<file path="src/rtl/agc_pkg.sv">
// Shared types and helpers for the AGC controller: FSM encoding, VGA adjust
// directions and counter-width sizing.
package agc_pkg;

  typedef enum logic [1:0] {
    ST_IDLE   = 2'd0,
    ST_TRACK  = 2'd1,
    ST_SETTLE = 2'd2,
    ST_LOCKED = 2'd3
  } agc_state_t;

  typedef enum logic [1:0] {
    ADJ_NONE = 2'd0,
    ADJ_UP   = 2'd1,
    ADJ_DN   = 2'd2
  } adj_dir_t;

  // Bits needed to hold 0..max_val, never less than one.
  function automatic int unsigned cnt_w(input int unsigned max_val);
    return (max_val < 1) ? 1 : $clog2(max_val + 1);
  endfunction

endpackage

</file>
<file path="src/rtl/agc_step_sat.sv">
// Saturating VGA code step: adds or subtracts VGA_STEP, clamping at the code
// range limits instead of wrapping.
module agc_step_sat
  import agc_pkg::*;
#(
  parameter int unsigned VGA_W    = 5,
  parameter int unsigned VGA_STEP = 1
) (
  input  logic [VGA_W-1:0] vga,
  input  adj_dir_t         dir,
  output logic [VGA_W-1:0] vga_next_c
);

  localparam int unsigned VMAX = (1 << VGA_W) - 1;

  logic [31:0] up_sum;

  always_comb begin
    up_sum     = 32'(vga) + VGA_STEP;
    vga_next_c = vga;
    case (dir)
      ADJ_UP:  vga_next_c = (up_sum > VMAX) ? VGA_W'(VMAX) : VGA_W'(up_sum);
      ADJ_DN:  vga_next_c = (32'(vga) < VGA_STEP) ? '0 : VGA_W'(32'(vga) - VGA_STEP);
      default: vga_next_c = vga;
    endcase
  end

endmodule

</file>
<file path="src/rtl/agc_ctrl_param.sv">
// AGC controller: steps LNA/VGA gain codes from RSSI/power measurements with
// settle timing, hysteretic lock detection and a manual override.
module agc_ctrl_param
  import agc_pkg::*;
#(
  parameter int unsigned DATA_W       = 8,
  parameter int unsigned LNA_W        = 2,
  parameter int unsigned VGA_W        = 5,
  parameter int unsigned LNA_MAX      = 3,
  parameter int unsigned LNA_MIN      = 1,
  parameter int unsigned RSSI_HI      = 140,
  parameter int unsigned RSSI_LO      = 80,
  parameter int unsigned PWR_LO       = 90,
  parameter int unsigned PWR_HI       = 150,
  parameter int unsigned HYST         = 10,
  parameter int unsigned VGA_STEP     = 1,
  parameter int unsigned VGA_AFTER_DN = 13,
  parameter int unsigned VGA_AFTER_UP = 8,
  parameter int unsigned SETTLE_CYC   = 4,
  parameter int unsigned LOCK_CNT     = 3
) (
  input  logic                   clk,
  input  logic                   reset,
  input  logic                   en,
  input  logic                   manual,
  input  logic [LNA_W+VGA_W-1:0] man_gain_in,
  input  logic                   meas_valid,
  input  logic [DATA_W-1:0]      rssi_in,
  input  logic [DATA_W-1:0]      pwr_in,
  output logic [LNA_W+VGA_W-1:0] gain_out,
  output logic                   gain_upd,
  output logic                   settling,
  output logic                   locked
);

  localparam int unsigned SET_W = cnt_w(SETTLE_CYC);
  localparam int unsigned WIN_W = cnt_w(LOCK_CNT);

  localparam logic [DATA_W-1:0] TH_RSSI_HI = DATA_W'(RSSI_HI);
  localparam logic [DATA_W-1:0] TH_RSSI_LO = DATA_W'(RSSI_LO);
  localparam logic [DATA_W-1:0] TH_PWR_LO  = DATA_W'(PWR_LO);
  localparam logic [DATA_W-1:0] TH_PWR_HI  = DATA_W'(PWR_HI);
  localparam logic [DATA_W-1:0] TH_EXIT_LO = DATA_W'(PWR_LO - HYST);
  localparam logic [DATA_W-1:0] TH_EXIT_HI = DATA_W'(PWR_HI + HYST);
  localparam logic [LNA_W-1:0]  LNA_MAX_V  = LNA_W'(LNA_MAX);
  localparam logic [LNA_W-1:0]  LNA_MIN_V  = LNA_W'(LNA_MIN);
  localparam logic [VGA_W-1:0]  VGA_DN_V   = VGA_W'(VGA_AFTER_DN);
  localparam logic [VGA_W-1:0]  VGA_UP_V   = VGA_W'(VGA_AFTER_UP);
  localparam logic [SET_W-1:0]  SET_LOAD   = SET_W'(SETTLE_CYC);
  localparam logic [WIN_W-1:0]  WIN_LOCK   = WIN_W'(LOCK_CNT);

  agc_state_t       state_q, state_n;
  logic [LNA_W-1:0] lna_q, lna_n;
  logic [VGA_W-1:0] vga_q, vga_n;
  logic [SET_W-1:0] set_cnt_q, set_cnt_n;
  logic [WIN_W-1:0] win_q, win_n, win_inc_c;
  logic             upd_n;

  adj_dir_t         vga_dir_c;
  logic [VGA_W-1:0] vga_step_c;
  logic [LNA_W-1:0] adj_lna_c;
  logic [VGA_W-1:0] adj_vga_c;
  logic             lna_dn_c, lna_up_c, changed_c, in_win_c, exit_c;

  assign gain_out = {lna_q, vga_q};

  agc_step_sat #(
    .VGA_W    (VGA_W),
    .VGA_STEP (VGA_STEP)
  ) u_step (
    .vga        (vga_q),
    .dir        (vga_dir_c),
    .vga_next_c (vga_step_c)
  );

  // Candidate gain from the adjust rule; LNA down wins over LNA up over VGA.
  always_comb begin
    lna_dn_c  = (rssi_in > TH_RSSI_HI) && (lna_q > LNA_MIN_V);
    lna_up_c  = (rssi_in < TH_RSSI_LO) && (lna_q < LNA_MAX_V);
    vga_dir_c = ADJ_NONE;
    if (pwr_in < TH_PWR_LO)      vga_dir_c = ADJ_UP;
    else if (pwr_in > TH_PWR_HI) vga_dir_c = ADJ_DN;
    adj_lna_c = lna_q;
    adj_vga_c = vga_step_c;
    if (lna_dn_c) begin
      adj_lna_c = lna_q - LNA_W'(1);
      adj_vga_c = VGA_DN_V;
    end else if (lna_up_c) begin
      adj_lna_c = lna_q + LNA_W'(1);
      adj_vga_c = VGA_UP_V;
    end
    changed_c = ({adj_lna_c, adj_vga_c} != {lna_q, vga_q});
    in_win_c  = (pwr_in >= TH_PWR_LO) && (pwr_in <= TH_PWR_HI);
    exit_c    = (pwr_in < TH_EXIT_LO) || (pwr_in > TH_EXIT_HI) || lna_dn_c || lna_up_c;
    win_inc_c = win_q + WIN_W'(1);
  end

  // Next-state and register-input decode.
  always_comb begin
    state_n   = state_q;
    lna_n     = lna_q;
    vga_n     = vga_q;
    set_cnt_n = set_cnt_q;
    win_n     = win_q;
    upd_n     = 1'b0;
    if (manual) begin
      {lna_n, vga_n} = man_gain_in;
      upd_n          = (man_gain_in != {lna_q, vga_q});
      state_n        = ST_IDLE;
      win_n          = '0;
    end else if (!en) begin
      state_n = ST_IDLE;
    end else begin
      case (state_q)
        ST_IDLE: state_n = ST_TRACK;
        ST_TRACK: begin
          if (meas_valid) begin
            if (changed_c) begin
              lna_n     = adj_lna_c;
              vga_n     = adj_vga_c;
              upd_n     = 1'b1;
              state_n   = ST_SETTLE;
              set_cnt_n = SET_LOAD;
              win_n     = '0;
            end else if (in_win_c) begin
              win_n = win_inc_c;
              if (win_inc_c == WIN_LOCK) state_n = ST_LOCKED;
            end else begin
              win_n = '0;
            end
          end
        end
        ST_SETTLE: begin
          // Leave on the cycle the counter would reach zero.
          if (set_cnt_q <= SET_W'(1)) begin
            state_n   = ST_TRACK;
            set_cnt_n = '0;
          end else begin
            set_cnt_n = set_cnt_q - SET_W'(1);
          end
        end
        ST_LOCKED: begin
          if (meas_valid && exit_c) begin
            win_n = '0;
            if (changed_c) begin
              lna_n     = adj_lna_c;
              vga_n     = adj_vga_c;
              upd_n     = 1'b1;
              state_n   = ST_SETTLE;
              set_cnt_n = SET_LOAD;
            end else begin
              state_n = ST_TRACK;
            end
          end
        end
        default: state_n = ST_IDLE;
      endcase
    end
  end

  always_ff @(posedge clk) begin
    if (reset) begin
      state_q   <= ST_IDLE;
      lna_q     <= LNA_MAX_V;
      vga_q     <= '1;
      set_cnt_q <= '0;
      win_q     <= '0;
      gain_upd  <= 1'b0;
      settling  <= 1'b0;
      locked    <= 1'b0;
    end else begin
      state_q   <= state_n;
      lna_q     <= lna_n;
      vga_q     <= vga_n;
      set_cnt_q <= set_cnt_n;
      win_q     <= win_n;
      gain_upd  <= upd_n;
      settling  <= (state_n == ST_SETTLE);
      locked    <= (state_n == ST_LOCKED);
    end
  end

endmodule

</file>
<file path="config.mk">
export PLATFORM = sky130hd
export DESIGN_NAME = agc_ctrl_param
export DESIGN_NICKNAME = d
export VERILOG_FILES = /design/src/rtl/agc_pkg.sv /design/src/rtl/agc_step_sat.sv /design/src/rtl/agc_ctrl_param.sv
export SDC_FILE = /design/constraint.sdc
export NUM_CORES = 1
export LEC_CHECK = 0
export ABC_AREA = 1
export ABC_CLOCK_PERIOD_IN_PS = 2380
export CAP_MARGIN = 20
export CORE_MARGIN = 8
export CORE_UTILIZATION = 51
export DETAILED_ROUTE_END_ITERATION = 8
export HOLD_SLACK_MARGIN = 0.05
export PLACE_DENSITY = 0.81
export SLEW_MARGIN = 10
export SYNTH_ARGS = -nofsm -noshare
export SYNTH_HDL_FRONTEND = slang
export SYNTH_SLANG_ARGS = --single-unit
export TNS_END_PERCENT = 30
</file>
<file path="constraint.sdc">
create_clock -name clk -period 2.38 [get_ports clk]
set_input_delay 0.476 -clock clk [delete_from_list [all_inputs] [get_ports clk]]
set_output_delay 0.476 -clock clk [all_outputs]
set_load 0.005 [all_outputs]
</file>
==> results of run 1 <==
-- Yosys cell counts (2+ instances only) --
library cell,count
nand2_4,2
a21oi_1,7
a21boi_0,2
nor3_1,3
nand3_2,3
nand4_1,3
xor2_1,4
nor2_2,2
xnor2_1,4
nand3_1,35
nor2_1,41
a21oi_2,3
nor2_4,3
ha_1,7
buf_4,2
buf_2,2
nand2_1,62
inv_1,41
nand2_2,11
o21ai_0,14
dfxtp_1,17
clkbuf_1,2
-- power by group through the flow --
stage / Sequential, mW / Clock, mW / Combinational, mW
global route: 0.325 / 0.177 / 0.419
global placement: 0.329 / 0 / 0.368
finish: 0.322 / 0.159 / 0.377
CTS: 0.322 / 0.161 / 0.376
detailed placement: 0.328 / 0 / 0.373
floorplan: 0.319 / 0 / 0.227
-- how the worst max path moves through the flow --
stage          slack (ns)        to      start  cells after the start
2_1_floorplan        0.60  win_q[1]   lna_q[1]                     14
3_3_place_gp        -0.01  lna_q[1]  pwr_in[6]                     16
3_5_place_dp        -0.07  vga_q[0]  pwr_in[6]                     16
4_1_cts              0.24  lna_q[1]  pwr_in[6]                     16
5_1_grt              0.08  vga_q[0]  pwr_in[6]                     16
6_report             0.21  lna_q[1]  pwr_in[6]                     16
-- stage by stage --
stage	setup WS, ns	instance area (sq um)	TNS (ns)	instances
after CTS	0.239	2220	0	378
after global placement	-0.0124	2190	-0.0695	374
after detailed placement	-0.0696	2190	-0.601	374
final	0.214	2220	0	378
after global routing	0.0809	2220	0	378
after floorplan	0.602	1690	0	283
-- final cells by class --
cell class | instances | share of cell area
clock inverter | 1 | 0.00226
tap | 46 | 0.0260
clock buffer | 3 | 0.0102
multi-input combinational | 216 | 0.518
sequential | 17 | 0.154
timing repair buffer | 51 | 0.215
inverter | 44 | 0.0751
-- state kept, by name, summed over array words and instances, names as in the netlist --
name       count
locked         1
vga_q          5
lna_q          2
settling       1
win_q          2
gain_upd       1
set_cnt_q      3
state_q        2
-- layer usage --
metal | wire length (microns) | up-vias | share of wire
met3 | 286 | 8 | 0.063
met5 | 0 | - | 0
li1 | - | 998 | -
met1 | 1990 | 850 | 0.44
met4 | 74 | 0 | 0.016
met2 | 2210 | 56 | 0.48
-- cells by family (layout without fill, tap and decap cells) --
logic type                 count (synthesis)  in the layout  share of synthesized area
and+or+nand+nor                          169            169                      0.474
buffers and inverters                     50             99                      0.118
AOI/OAI and AO/OA                         32             32                      0.113
xor gates and xnor gates                   8              8                     0.0415
DFF                                       17             17                      0.202
adders and majority gates                  7              7                     0.0519
-- worst max-delay path: cells and delay by family --
family	cells	cell delay (ns)
simple gates	14	1.23
buf+inv	2	0.63
==> results.ini, run 1 <==
[critical_path]
r2r_slack_ns=0.33
worstPathCellList=clkdlybuf4s50_1 > nand2_1 > nor2_1 > nand3_2 > nand2_2 > nand2_2 > clkinv_2 > nand2_2 > nand2_2 > nand2_2 > nand2_2 > nand2_2 > nand2_4 > nand2_4 > nand2_1 > nand3_1
critPathMaxStageDelay_ns=0.57
worstReg2RegStart=lna_q[0]
critPathRequiredTime_ns=2.57
slowest_stage=clkdlybuf4s50_1
cpMostUsedCell=nand2_2
critical_path.max_fanout=8
r2r_end=win_q[0]
startpoint_type=primary input
rr_worst_depth=14
crit_type=primary input to register
arrival_ns=2.35
worst_setup_path_end_kind=register

[power_and_ir_drop]
seqPwrFrac=0.375
powerDensity_mw_per_mm2=387
p_int_mw=0.539
p_comb_frac=0.440
p_leak_nw=1.08
peakVddDrop_uv=369
switching_share=0.371
p_sw_mw=0.318
clkPwrFrac=0.185
power_mw=0.857

[min_path]
min_path_cells=2
hp-class=register to register
worst_hold_path.endpoint=set_cnt_q[1]
hp-start=set_cnt_q[1]

[die]
placementRows=21
die_h_microns=73.5
fp.dieArea_sq_mm=0.00541
ios=38
start_util=0.518
core_sq_mm=0.00326
die_w_microns=73.5

[cts]
clockBufferDepth=2
post_cts.repair.setup_buffers=0
cts_buffers=3
clk_transition_reported_paths_ns=0.10
cts_resized=0
htreeDepth=1
cts.sinks=17
cts_hold_buf=0
root_buffer=clkbuf_4
clk-insertion-delay-late_ns=0.30
cts_tree=built

[grt]
met2_usage=0.309
antenna_found_initial=0
gr-usage-met3=0.0450
grt_pass1_wl_mm=7.63
grt_usage=0.176
grt_pass1_vias=1825
grt_max_degree=14
use_met1=0.200
grt_overflow_total=0
top_usage_layer=met2

[layout]
final_core_util=0.680
nNetsFinal=368
multi_input_area_sq_mm=0.00115
area_growth_pct=31.3
layout_commonest_cell=nand2_1
drive_gt1_frac=0.142
fillCellCount=329
final_cell_mix=nand2_1, inv_1, nor2_1
final-seq-area_sq_um=340
antennaDiodeCount=0

[placement]
routabilityCongestion=0.899
post-dp-hpwl_mm=3.78
portBuffers=37

[synthesis]
ys.flop_type=dfxtp_1
synth_edf_count=0
ys_types=35
synth.cell_area_sq_mm=0.00169
synth_nets=318
ys_seq_elements=17
synth_top_area_share=0.202
syn_area_per_cell_sq_um=5.96
synth_area_leader_cell=dfxtp_1
yosys_warnings=0
yosysSeqAreaShare=0.202
synthArstFlopShare=0
ys_top_cells_by_area=dfxtp_1, nand2_1, nand3_1, inv_1, nor2_1
netlist_instances=283

[timing]
clock.fmax_mhz=462
rsz0062_at_grt=no
whs_ns=0.477
min_period_ns=2.17
max-slew-margin-rel=0.671
clock_skew_ns=0.00299
tightestPinTransition_ns=0.493
hold_viol=0
period_share=0.910
setup_viol=0
slew_violations=0

[run_status]
status=finished clean

[drt]
first_iter_violations=141
drc=0
ant_nets=0
drt-total-wl_mm=4.56
vias=1912
first_pass_iters=4
wire_per_inst_microns=12.1
routed_via_density=5.06

[job]
maxCapViolCount=0

(Power assumes the default switching activity.)
==> run 2, diff against run 1 <==
--- a/config.mk
+++ b/config.mk
@@ -8,7 +8,7 @@
 export ABC_AREA = 1
 export ABC_CLOCK_PERIOD_IN_PS = 2380
 export CAP_MARGIN = 20
-export CORE_MARGIN = 8
+export CORE_MARGIN = 1
 export CORE_UTILIZATION = 51
 export DETAILED_ROUTE_END_ITERATION = 8
 export HOLD_SLACK_MARGIN = 0.05
==> run 2 against run 1 <==
Against the previous run: count of clock-buffer cells in the layout rose by 1; clock skew rose by 0.0080 ns; largest cell class unchanged; hold slack got worse by 0.00053 ns; combinational power fell by 5%; via count fell by 2.8%; sequential share of layout area rose by 0.35 points; critical path depth did not move; global-route usage rose by 8.3 points; register-to-register slack improved by 0.02 ns; critical path type unchanged; total power fell by 2.6%; non-clock buffer count fell by 6; clock power fell by 4%.
==> results.ini, run 2 (same netlist as run 1, synthesis figures left out) <==
[run_status]
status=finished clean

[layout]
area_growth_pct=28.4
top_regs=vga_q: 5 flops, set_cnt_q: 3 flops
nNetsFinal=362  ; -1.6%
drive_gt1_frac=0.123  ; -0.0189
final_cell_mix=nand2_1, inv_1, nor2_1
layout_commonest_cell=nand2_1
final_core_util=0.698  ; +0.0183
top_register=vga_q
fin_area_sq_mm=0.00217  ; -2.2%
largest_reg_flops=5  ; unchanged
antennaDiodeCount=0  ; unchanged

[critical_path]
arrival_ns=2.33  ; -0.02 ns
critical_path.max_fanout=8  ; unchanged
r2r_slack_ns=0.35  ; +0.02 ns
crit_type=primary input to register
critPathRequiredTime_ns=2.56  ; about the same
worstReg2RegStart=lna_q[0]
r2r_end=lna_q[1]
worst_setup_path_end_kind=register
rr_worst_depth=14  ; unchanged
startpoint_type=primary input

[cts]
clockBufferDepth=2  ; unchanged
cts.sinks=17  ; unchanged
cts_buffers=3  ; unchanged
cts_tree=built
clk-insertion-delay-late_ns=0.29  ; about the same
root_buffer=clkbuf_4
cts_hold_buf=0  ; unchanged
clk_transition_reported_paths_ns=0.10  ; about the same
htreeDepth=1  ; unchanged
cts_resized=0  ; unchanged
post_cts.repair.setup_buffers=0  ; unchanged

[drt]
drc=0  ; unchanged
vias=1859  ; -2.8%
routed_via_density=5.02  ; -0.67%
wire_per_inst_microns=11.6  ; -4.1%
first_iter_violations=96  ; -32%
first_pass_iters=4  ; unchanged
ant_nets=0  ; unchanged
drt-total-wl_mm=4.29  ; -6.1%

[grt]
antenna_found_initial=0  ; unchanged
grt_pass1_wl_mm=6.98  ; -8.6%
grt_pass1_vias=1720  ; -5.8%
grt_usage=0.258  ; +0.0827
grt_overflow_total=0  ; unchanged
grt_max_degree=14  ; unchanged

[die]
placementRows=20  ; -4.8%
die_w_microns=59.5  ; -19%
ios=38  ; unchanged
core_sq_mm=0.00310  ; -4.8%
start_util=0.544  ; +0.0259
fp.dieArea_sq_mm=0.00354  ; -34%
die_h_microns=59.5  ; -19%

[timing]
whs_ns=0.476  ; -0.000529 ns
clock.fmax_mhz=464  ; +0.59%
clock_skew_ns=0.0110  ; +0.00799 ns
max-slew-margin-rel=0.718  ; +0.0467
min_period_ns=2.15  ; -0.0127 ns
tightestPinTransition_ns=0.418  ; -0.0748 ns
setup_viol=0  ; unchanged
period_share=0.905  ; -0.00534
slew_violations=0  ; unchanged
rsz0062_at_grt=no
hold_viol=0  ; unchanged

[min_path]
worst_hold_path.endpoint=win_q[0]
hp-start=win_q[0]
hp-class=register to register
min_path_cells=2  ; unchanged

[power_and_ir_drop]
p_int_mw=0.529  ; -1.8%
powerDensity_mw_per_mm2=385  ; -0.43%
power_mw=0.835  ; -2.6%
seqPwrFrac=0.389  ; +0.014
peakVddDrop_uv=330  ; -10%
switching_share=0.366  ; -0.00499
p_comb_frac=0.430  ; -0.010
p_leak_nw=1.05  ; -2.9%
clkPwrFrac=0.182  ; -0.003
p_sw_mw=0.306  ; -3.9%

[placement]
portBuffers=37  ; unchanged
routabilityCongestion=0.941  ; +4.7%
post-dp-hpwl_mm=3.53  ; -6.8%
dpl_cell_area_sq_mm=0.00214  ; -2.2%

[job]
maxCapViolCount=0  ; unchanged

run 2: worst max path at each step:
stage	cells past startpoint	from	slack [ns]	to
2_1_floorplan	14	lna_q[1]	0.60	win_q[1]
3_3_place_gp	14	pwr_in[7]	0.007	vga_q[0]
3_5_place_dp	16	pwr_in[7]	-0.07	lna_q[1]
4_1_cts	16	pwr_in[7]	0.24	lna_q[1]
5_1_grt	16	pwr_in[7]	0.03	vga_q[2]
6_report	16	pwr_in[7]	0.23	lna_q[1]
run 2: critical path, cell delays in order:
cell and delay, ns:
clkdlybuf4s50_1 0.54, nand2_1 0.09, nor2_1 0.13, nand3_2 0.12, nand2_2 0.10, nand2_2 0.07, clkinv_2 0.06, nand2_2 0.05
nand2_2 0.08, nand2_2 0.06, nand2_2 0.09, nand2_2 0.10, nand2_4 0.13, nand2_4 0.08, nand2_1 0.07, nand3_1 0.07
run 2: layout make-up:
type	count	area [sq um]
timing repair buffer	45	430
tap	44	55.1
inverter	44	166
sequential	17	340
clock buffer	4	26.3
multi-input combinational	216	1150
fill	296	936
run 2: layer usage:
metal	GRT usage	wire length (microns)	vias to the layer above
li1	-	-	985
met1	0.300	1950	814
met2	0.480	2050	56
met3	0.0546	225	4
met4	0.0598	55	0
met5	0	0	-
run 2: metrics by stage:
stage	cells	setup WS [ns]	TNS [ns]
finish	370	0.227	0
global route	370	0.0340	0
CTS	370	0.242	0
detailed placement	366	-0.0651	-0.474
global placement	366	0.00661	0
floorplan	283	0.602	0
run 2: power groups by stage:
stage | sequential [mW] | clock [mW] | combinational [mW]
after global routing | 0.326 | 0.171 | 0.402
final | 0.324 | 0.152 | 0.358
after floorplan | 0.319 | 0 | 0.227
after CTS | 0.323 | 0.156 | 0.358
after detailed placement | 0.330 | 0 | 0.356
after global placement | 0.330 | 0 | 0.350
